`src/rtl/reglk_prog_ctrl.sv`:
```
// reglk_prog_ctrl: programming controller for the sticky register-lock word array.
// Single-outstanding valid/ready requests. Writes OR data into a lock word, reads return it.
// A write to the last word that sets its MSB freezes the array. Only global reset clears it.
// Optional build macro REGLK_PARITY_EN adds one even-parity shadow bit per word and a
// sticky integrity alarm. Without the macro, parity_err_o is tied low.
// ADDR_W must be wide enough to index every word (2**ADDR_W >= NUM_WORDS).
//
// state | meaning
// IDLE  | ready for a request
// EXEC  | one cycle: commit the captured request and register the response
// RESP  | response valid, held until rsp_ready_i
module reglk_prog_ctrl #(
  parameter int NUM_WORDS = 6,
  parameter int DATA_W    = 32,
  parameter int ADDR_W    = 3
) (
  input  logic                               clk_i,
  input  logic                               rst_i,
  input  logic                               req_valid_i,
  output logic                               req_ready_o,
  input  logic                               req_we_i,
  input  logic [ADDR_W-1:0]                  req_addr_i,
  input  logic [DATA_W-1:0]                  req_wdata_i,
  output logic                               rsp_valid_o,
  input  logic                               rsp_ready_i,
  output logic [DATA_W-1:0]                  rsp_rdata_o,
  output logic                               rsp_err_o,
  output logic [NUM_WORDS-1:0][DATA_W-1:0]   reglk_o,
  output logic                               frozen_o,
  output logic                               parity_err_o
);

  localparam logic [ADDR_W:0]   LP_NUM_WORDS = NUM_WORDS[ADDR_W:0];
  localparam logic [ADDR_W-1:0] LP_LAST_ADDR = ADDR_W'(NUM_WORDS - 1);

  typedef enum logic [1:0] {
    ST_IDLE = 2'd0,
    ST_EXEC = 2'd1,
    ST_RESP = 2'd2
  } state_t;

  state_t                            r_state;
  logic                              r_we;
  logic [ADDR_W-1:0]                 r_addr;
  logic [DATA_W-1:0]                 r_wdata;
  logic [NUM_WORDS-1:0][DATA_W-1:0]  r_words;
  logic                              r_frozen;
  logic                              r_rsp_valid;
  logic [DATA_W-1:0]                 r_rsp_rdata;
  logic                              r_rsp_err;

  logic                              w_addr_ok;
  logic [DATA_W-1:0]                 w_cur_word;
  logic [DATA_W-1:0]                 w_new_word;
  logic                              w_commit;
  logic                              w_parity_bad;
  logic                              w_parity_err;

  assign w_addr_ok  = ({1'b0, r_addr} < LP_NUM_WORDS);
  assign w_cur_word = w_addr_ok ? r_words[r_addr] : '0;
  assign w_new_word = w_cur_word | r_wdata;
  // A write only lands when the address exists and the array is not frozen.
  assign w_commit   = (r_state == ST_EXEC) && r_we && w_addr_ok && !r_frozen;

`ifdef REGLK_PARITY_EN
  logic [NUM_WORDS-1:0] r_shadow;
  logic [NUM_WORDS-1:0] w_par_mismatch;
  logic                 r_parity_err;

  // Compare each word's live parity against its shadow bit.
  always_comb begin
    w_par_mismatch = '0;
    for (int i = 0; i < NUM_WORDS; i++) begin
      w_par_mismatch[i] = (^r_words[i]) != r_shadow[i];
    end
  end

  assign w_parity_bad = |w_par_mismatch;
  assign w_parity_err = r_parity_err;

  // Shadow parity follows every commit; the alarm is sticky until global reset.
  always_ff @(posedge clk_i) begin
    if (rst_i) begin
      r_shadow     <= '0;
      r_parity_err <= 1'b0;
    end else begin
      if (w_commit) begin
        r_shadow[r_addr] <= ^w_new_word;
      end
      if (w_parity_bad) begin
        r_parity_err <= 1'b1;
      end
    end
  end

  assign parity_err_o = r_parity_err;
`else
  assign w_parity_bad = 1'b0;
  assign w_parity_err = 1'b0;
  assign parity_err_o = 1'b0;
`endif

  // Request FSM with registered lock array, freeze flag and response.
  always_ff @(posedge clk_i) begin
    if (rst_i) begin
      r_state     <= ST_IDLE;
      r_we        <= 1'b0;
      r_addr      <= '0;
      r_wdata     <= '0;
      r_words     <= '0;
      r_frozen    <= 1'b0;
      r_rsp_valid <= 1'b0;
      r_rsp_rdata <= '0;
      r_rsp_err   <= 1'b0;
    end else begin
      if (w_parity_bad) begin
        r_frozen <= 1'b1;
      end
      case (r_state)
        ST_IDLE: begin
          if (req_valid_i) begin
            r_we    <= req_we_i;
            r_addr  <= req_addr_i;
            r_wdata <= req_wdata_i;
            r_state <= ST_EXEC;
          end
        end
        ST_EXEC: begin
          r_state     <= ST_RESP;
          r_rsp_valid <= 1'b1;
          if (!w_addr_ok) begin
            r_rsp_err   <= 1'b1;
            r_rsp_rdata <= '0;
          end else if (r_we && r_frozen) begin
            r_rsp_err   <= 1'b1;
            r_rsp_rdata <= w_cur_word;
          end else if (r_we) begin
            r_words[r_addr] <= w_new_word;
            r_rsp_rdata     <= w_new_word;
            r_rsp_err       <= 1'b0;
            if ((r_addr == LP_LAST_ADDR) && w_new_word[DATA_W-1]) begin
              r_frozen <= 1'b1;
            end
          end else begin
            r_rsp_rdata <= w_cur_word;
            r_rsp_err   <= w_parity_err;
          end
        end
        ST_RESP: begin
          if (rsp_ready_i) begin
            r_rsp_valid <= 1'b0;
            r_state     <= ST_IDLE;
          end
        end
        default: begin
          r_state <= ST_IDLE;
        end
      endcase
    end
  end

  assign req_ready_o = (r_state == ST_IDLE) && !rst_i;
  assign rsp_valid_o = r_rsp_valid;
  assign rsp_rdata_o = r_rsp_rdata;
  assign rsp_err_o   = r_rsp_err;
  assign reglk_o     = r_words;
  assign frozen_o    = r_frozen;

endmodule

```
`config.mk`:
```
export PLATFORM = sky130hd
export DESIGN_NAME = reglk_prog_ctrl
export DESIGN_NICKNAME = d
export VERILOG_FILES = /design/src/rtl/reglk_prog_ctrl.sv
export SDC_FILE = /design/constraint.sdc
export NUM_CORES = 1
export LEC_CHECK = 0
export CORE_ASPECT_RATIO = 1.2
export CORE_MARGIN = 2
export CORE_UTILIZATION = 50
export CTS_CLUSTER_DIAMETER = 80
export DETAILED_ROUTE_END_ITERATION = 10
export PLACE_DENSITY = 0.8
export SYNTH_ARGS = -nofsm -noshare
export SYNTH_HDL_FRONTEND = slang
export SYNTH_SLANG_ARGS = --single-unit
export TNS_END_PERCENT = 10
```
`constraint.sdc`:
```
create_clock -name clk_i -period 2.6 [get_ports clk_i]
set_clock_uncertainty 0.05 [all_clocks]
set_input_delay 0.52 -clock clk_i [delete_from_list [all_inputs] [get_ports clk_i]]
set_output_delay 0.52 -clock clk_i [all_outputs]
set_load 0.03 [all_outputs]
```
# ---- Word level (Yosys, flattened, before mapping)
# Cells that the tools add are included.
dict set report word_totals {
  regBits 265
  in_bits 40
  output_inout_bits 229
  word_cells 52
}
dict set report classes {
  n_lt_le_gt_ge 3
  n_eq_ne 5
  n_mux 16
  bitwise 2
  n_reduce_logical 12
}
# operator n
set op_table {}
lappend op_table {{bitwise mux 192 bit} 1}
lappend op_table {{2-to-1 mux 32 bit} 6}
lappend op_table {{binary-select mux 32 bit (select 3 bit)} 1}
lappend op_table {{demux 32 bit (select 3 bit)} 1}
lappend op_table {{OR 32 bit} 1}
lappend op_table {{one-hot mux 2 bit (3 select lines)} 1}
lappend op_table {{AND reduction 2 bit} 3}
lappend op_table {{AND reduction 5 bit} 1}
lappend op_table {{logical AND 1 bit} 4}
lappend op_table {{< comparator 3 x 4 -> 1 bit (second input constant)} 1}
lappend op_table {{2-to-1 mux 2 bit} 2}
lappend op_table {{!= test 2 bit (second input constant)} 2}
lappend op_table {{AND reduction 4 bit} 1}
lappend op_table {{== test 3 bit (second input constant)} 1}
lappend op_table {{greater-or-equal comparator 3 x 1 -> 1 bit (second input constant)} 1}
lappend op_table {{< comparator 3 bit (second input constant)} 1}
lappend op_table {{2-to-1 mux 1 bit} 3}
lappend op_table {{== test 2 x 1 -> 1 bit (second input constant)} 1}
lappend op_table {{== test 2 bit (second input constant)} 1}
lappend op_table {{zero test 2 bit} 1}
lappend op_table {{one-hot mux 1 bit (2 select lines)} 1}
lappend op_table {{nonzero test 2 bit} 1}
lappend op_table {{zero test 1 bit} 1}
lappend op_table {{inverter 1 bit} 1}

# ---- Logic depth before layout (Yosys ltp)
dict set report logic_depth {
  word_depth 7
  mapped_depth 7
  ltp_nobuf 4
}

# ---- Least setup slack after synthesis
# Ideal clock, no wire load.
dict set report synth_path {
  path_type {input to output}
  start {input port rst_i}
  end {output port req_ready_o}
  t_arrival_ps 1387
  path_slack_ps 643
  stages 2
  path_cell_list {clkbuf_1 nor3_1}
}
dict set report synth_between {
  elab_chain_cells 2
}
# element line_no
set synth_lines {}
lappend synth_lines {{from (decl)} 18} ;# input logic rst_i,
lappend synth_lines {{zero test 1 bit} 162} ;# assign req_ready_o = (r_state == ST_IDLE) && !rst_i;
lappend synth_lines {{logical AND 1 bit} 162}
lappend synth_lines {{to (decl)} 20} ;# output logic req_ready_o,
# Every way passes these cells.

# ---- Worst setup path after layout
dict set report layout_path {
  start {register r_frozen (netlist: frozen_o)}
  end {output port frozen_o}
}
# element line_no
set layout_rtl {}
lappend layout_rtl {{from (decl)} 47} ;# logic r_frozen;
lappend layout_rtl {{from (signal assigned)} 111} ;# r_frozen <= 1'b0;
lappend layout_rtl {{from (signal assigned)} 117} ;# r_frozen <= 1'b1;
lappend layout_rtl {{from (signal assigned)} 142} ;# r_frozen <= 1'b1;
lappend layout_rtl {{to (decl)} 29} ;# output logic frozen_o,
# No word-level cell between the ends.

==> metrics.csv <==
stage,metric,value,unit
worst_setup_path,crit path launch type,flop,
global_routing,grt ovf,0,
sta,Tcrit/Tclk final,94.49,%
floorplan,chip height,166.9,um
detailed_routing,post-route ant nets,0,
worst_setup_path,Setup crit end kind,output port,
logic_synthesis,Synth Area in Adders,0,%
power,internal power,6.280,mW
global_routing,grt met2 use,49.14,%
sta,Final Hold Viols,0,
power,Sw Share,24.93,%
run_status,run status,"finished, final reports clean",
global_routing,global route hottest layer,met2,
power,PD cells,564.7,nW/um^2
global_routing,GR Util met3,6.555,%
clocking,setup bufs post-CTS,0,
clocking,Clk Tree Root Cell,clkbuf_16,
clocking,htree depth,1,
global_routing,largest net degree at the start of global routing,215,
worst_setup_path,critical path class,reg -> out,
sta,final count of negative-setup-slack endpoints,0,
logic_synthesis,compound-gate portion of the synthesized area,25.79,%
clocking,Clock Latency Late Sink,520,ps
power,Logic pwr share,9.2,%
power,leakage power,4.749,nW
layout,share of layout cells above drive strength 1,9.577,%
floorplan,I/O pin count,269,
clocking,Max clock buf depth,3,
logic_synthesis,main combinational cell family by area after synthesis,compound AO/OA/AOI/OAI gates,
detailed_routing,DR pass1 iterations,6,
clocking,CTS tree,done,
sta,"Slew Viols, Final",0,
global_routing,All-Layer GR Usage,29.24,%
detailed_routing,DRC violations left,0,
placed_design,DPL Wire Length,23780,um
logic_synthesis,syn_nets,1223,
worst_setup_path,Slowest cell on crit path,clkdlybuf4s50_1,
clocking,"Clk pin slew, worst setup/hold paths",70,ps
placed_design,placed instance area,14080,um^2
layout,synthesis-to-finish area growth,33.94,%
sta,final setup TNS,0,ps
detailed_routing,Via density,6.087,
clocking,CTS sink count,265,
worst_setup_path,CP arrival,1890,ps
global_routing,vias in the first global route,10138,
floorplan,die width,139.8,um
global_routing,global-route wire length before repair,55390,um
layout,final design area excluding fillers,14810,um^2
logic_synthesis,Synth Area in Simple Gates,13.40,%
logic_synthesis,"EDFF count, synth",0,
sta,min cycle time layout,2457,ps
logic_synthesis,Post-Syn Area,11060,um^2
logic_synthesis,syn avg cell area,9.350,um^2
detailed_routing,Avg WL per Cell,21.05,um
sta,worst-margin pin slew,1000,ps
power,power share of the sequential group,50.1,%
logic_synthesis,async set-reset flop share out of synthesis,0,%
floorplan,Row Count,59,
detailed_routing,initial drt markers,810,
worst_setup_path,"critical path, cell by cell",clkdlybuf4s50_1,
floorplan,placeable core area,21700,um^2
floorplan,area of the die,23330,um^2
layout,Nets,1446,
logic_synthesis,prevailing post-synth register cell,dfxtp_1,
worst_hold_path,Worst Hold Class,in -> reg,
power,Clk pwr share,40.7,%
logic_synthesis,multiplexer share of the synthesized area,8.156,%
worst_setup_path,worst-path fanout max,9,
worst_setup_path,Worst Path Buf+Inv,1,
logic_synthesis,"Warnings, synthesis",0,
logic_synthesis,XOR/XNOR Fraction of Synth Area,0,%
global_routing,met1 Use GR,35.99,%
worst_setup_path,family with the most delay on the worst path,buffers and inverters,
placed_design,IO Port Bufs,267,
logic_synthesis,Post-Syn Instances,1183,
logic_synthesis,post-synthesis sequential area ratio,47.96,%
detailed_routing,total number of vias,10324,
sta,worst rel slew slack,33.32,%
clocking,hold buffer count at CTS,0,
logic_synthesis,post-synthesis cell type count,58,
power,P_sw,2.085,mW
sta,RSZ-0062 raised after global routing,no,
clocking,number of buffers created by CTS,25,
clocking,Post-CTS Resized,0,
floorplan,initial core utilization,50.96,%
global_routing,initial antenna violation count,2,
worst_setup_path,WP data required,2030,ps
logic_synthesis,#FFs+latches synth,265,
placed_design,RD Place Congestion,0.8374,
power,Worst VDD drop,0.4554,mV
detailed_routing,Routed WL,35700,um
sta,fmax,407.0,MHz
worst_setup_path,CP max stage delay,760,ps
flow_run,max cap viols,0,
kinds of logic after synthesis:
logic type / Yosys count
AOI/OAI and AO/OA: 371
and+or+nand+nor: 343
DFF: 265
buffers and inverters: 117
muxes: 86
other: 1
power groups by stage:
| stage | Combinational (mW) | Sequential, mW | Clock [mW] |
|---|---|---|---|
| floorplan | 0.447 | 4.29 | 0 |
| global placement | 0.747 | 4.28 | 0 |
| detailed placement | 0.759 | 4.28 | 0 |
| CTS | 0.762 | 4.19 | 3.42 |
| global route | 0.814 | 4.20 | 3.58 |
| finish | 0.768 | 4.19 | 3.40 |
metal layers:
metal / up-vias / routed length [um]
met3: 89 / 3157
met2: 467 / 17120
met5: - / 0
met4: 0 / 1373
met1: 4953 / 14040
li1: 4815 / -
cell usage after synthesis (all sizes together) (2+ instances only):
cell type | number | area, um^2
a21boi | 2 | 15.01
o22ai | 22 | 137.6
a222oi | 7 | 70.07
a221o | 22 | 220.2
nand2 | 86 | 322.8
buf | 50 | 262.8
mux2i | 62 | 620.6
a221oi | 6 | 52.55
a22oi | 5 | 37.54
nand4b | 2 | 32.53
and2 | 3 | 18.77
o221ai | 2 | 17.52
nand3b | 2 | 15.01
a31oi | 3 | 18.77
and3 | 7 | 43.79
nor4 | 5 | 52.55
a211oi | 209 | 1664
a32o | 2 | 20.02
nor2b | 7 | 43.79
nor3 | 10 | 66.32
or2 | 2 | 12.51
clkbuf | 61 | 229.0
o21bai | 4 | 30.03
o21ai | 5 | 25.02
mux2 | 23 | 259.0
a311oi | 3 | 32.53
a21o | 2 | 15.01
nand2b | 6 | 37.54
a22o | 24 | 210.2
a21oi | 48 | 240.2
nor2 | 206 | 775.8
inv | 6 | 22.52
dfxtp | 265 | 5305
final cells by class:
class,instances,area [um^2]
tap,274,342.8
fill,1765,6889
multi-input combinational,801,5288
antenna,2,5.005
inverter,6,22.52
clock inverter,2,13.76
timing repair buffer,307,3112
sequential,265,5313
clock buffer,39,718.2
registers in the layout (all words and copies together) (netlist names), 2 cells and up:
| signal | count |
|---|---|
| reglk_o | 192 |
| r_addr | 3 |
| r_wdata | 32 |
| rsp_rdata_o | 32 |
| r_state | 2 |
path summary, 6_finish.rpt:
check	startpoint	endpoint	slack (ps)	depth (start not counted)
worst max-delay path	frozen_o	frozen_o	140	1
worst min-delay path	rst_i	r_state[0]	280	3
worst max register to register	r_addr[2]	reglk_o[100]	360	4
worst min register to register	rsp_rdata_o[14]	rsp_rdata_o[14]	400	2
through the flow:
step	cells	power, mW	hold WS, ps	util, %	setup WS [ps]
2_1_floorplan	1183	4.738	396.5	-	642.9
3_3_place_gp	1653	5.027	385.6	64.86	449.2
3_5_place_dp	1653	5.042	394.1	64.86	367.1
4_1_cts	1694	8.376	275.5	68.23	136.2
5_1_grt	1696	8.591	291.2	68.26	104.0
6_report	1696	8.365	280.9	68.26	143.2
layout by cell type, fill, tap and decap left out, types with 19 or more instances in the layout:
cell | Yosys | routed
clkdlybuf4s50_1 | 0 | 266
clkbuf_16 | 0 | 25
mux2i_1 | 62 | 62
a22o_1 | 24 | 24
a21oi_1 | 48 | 48
nor2_1 | 205 | 202
o22ai_1 | 22 | 22
a221o_1 | 22 | 22
buf_4 | 6 | 29
mux2_2 | 22 | 22
dfxtp_1 | 265 | 263
nand2_1 | 86 | 85
a211oi_2 | 19 | 19
a211oi_1 | 190 | 190
Power figures use the tool's default switching activity.
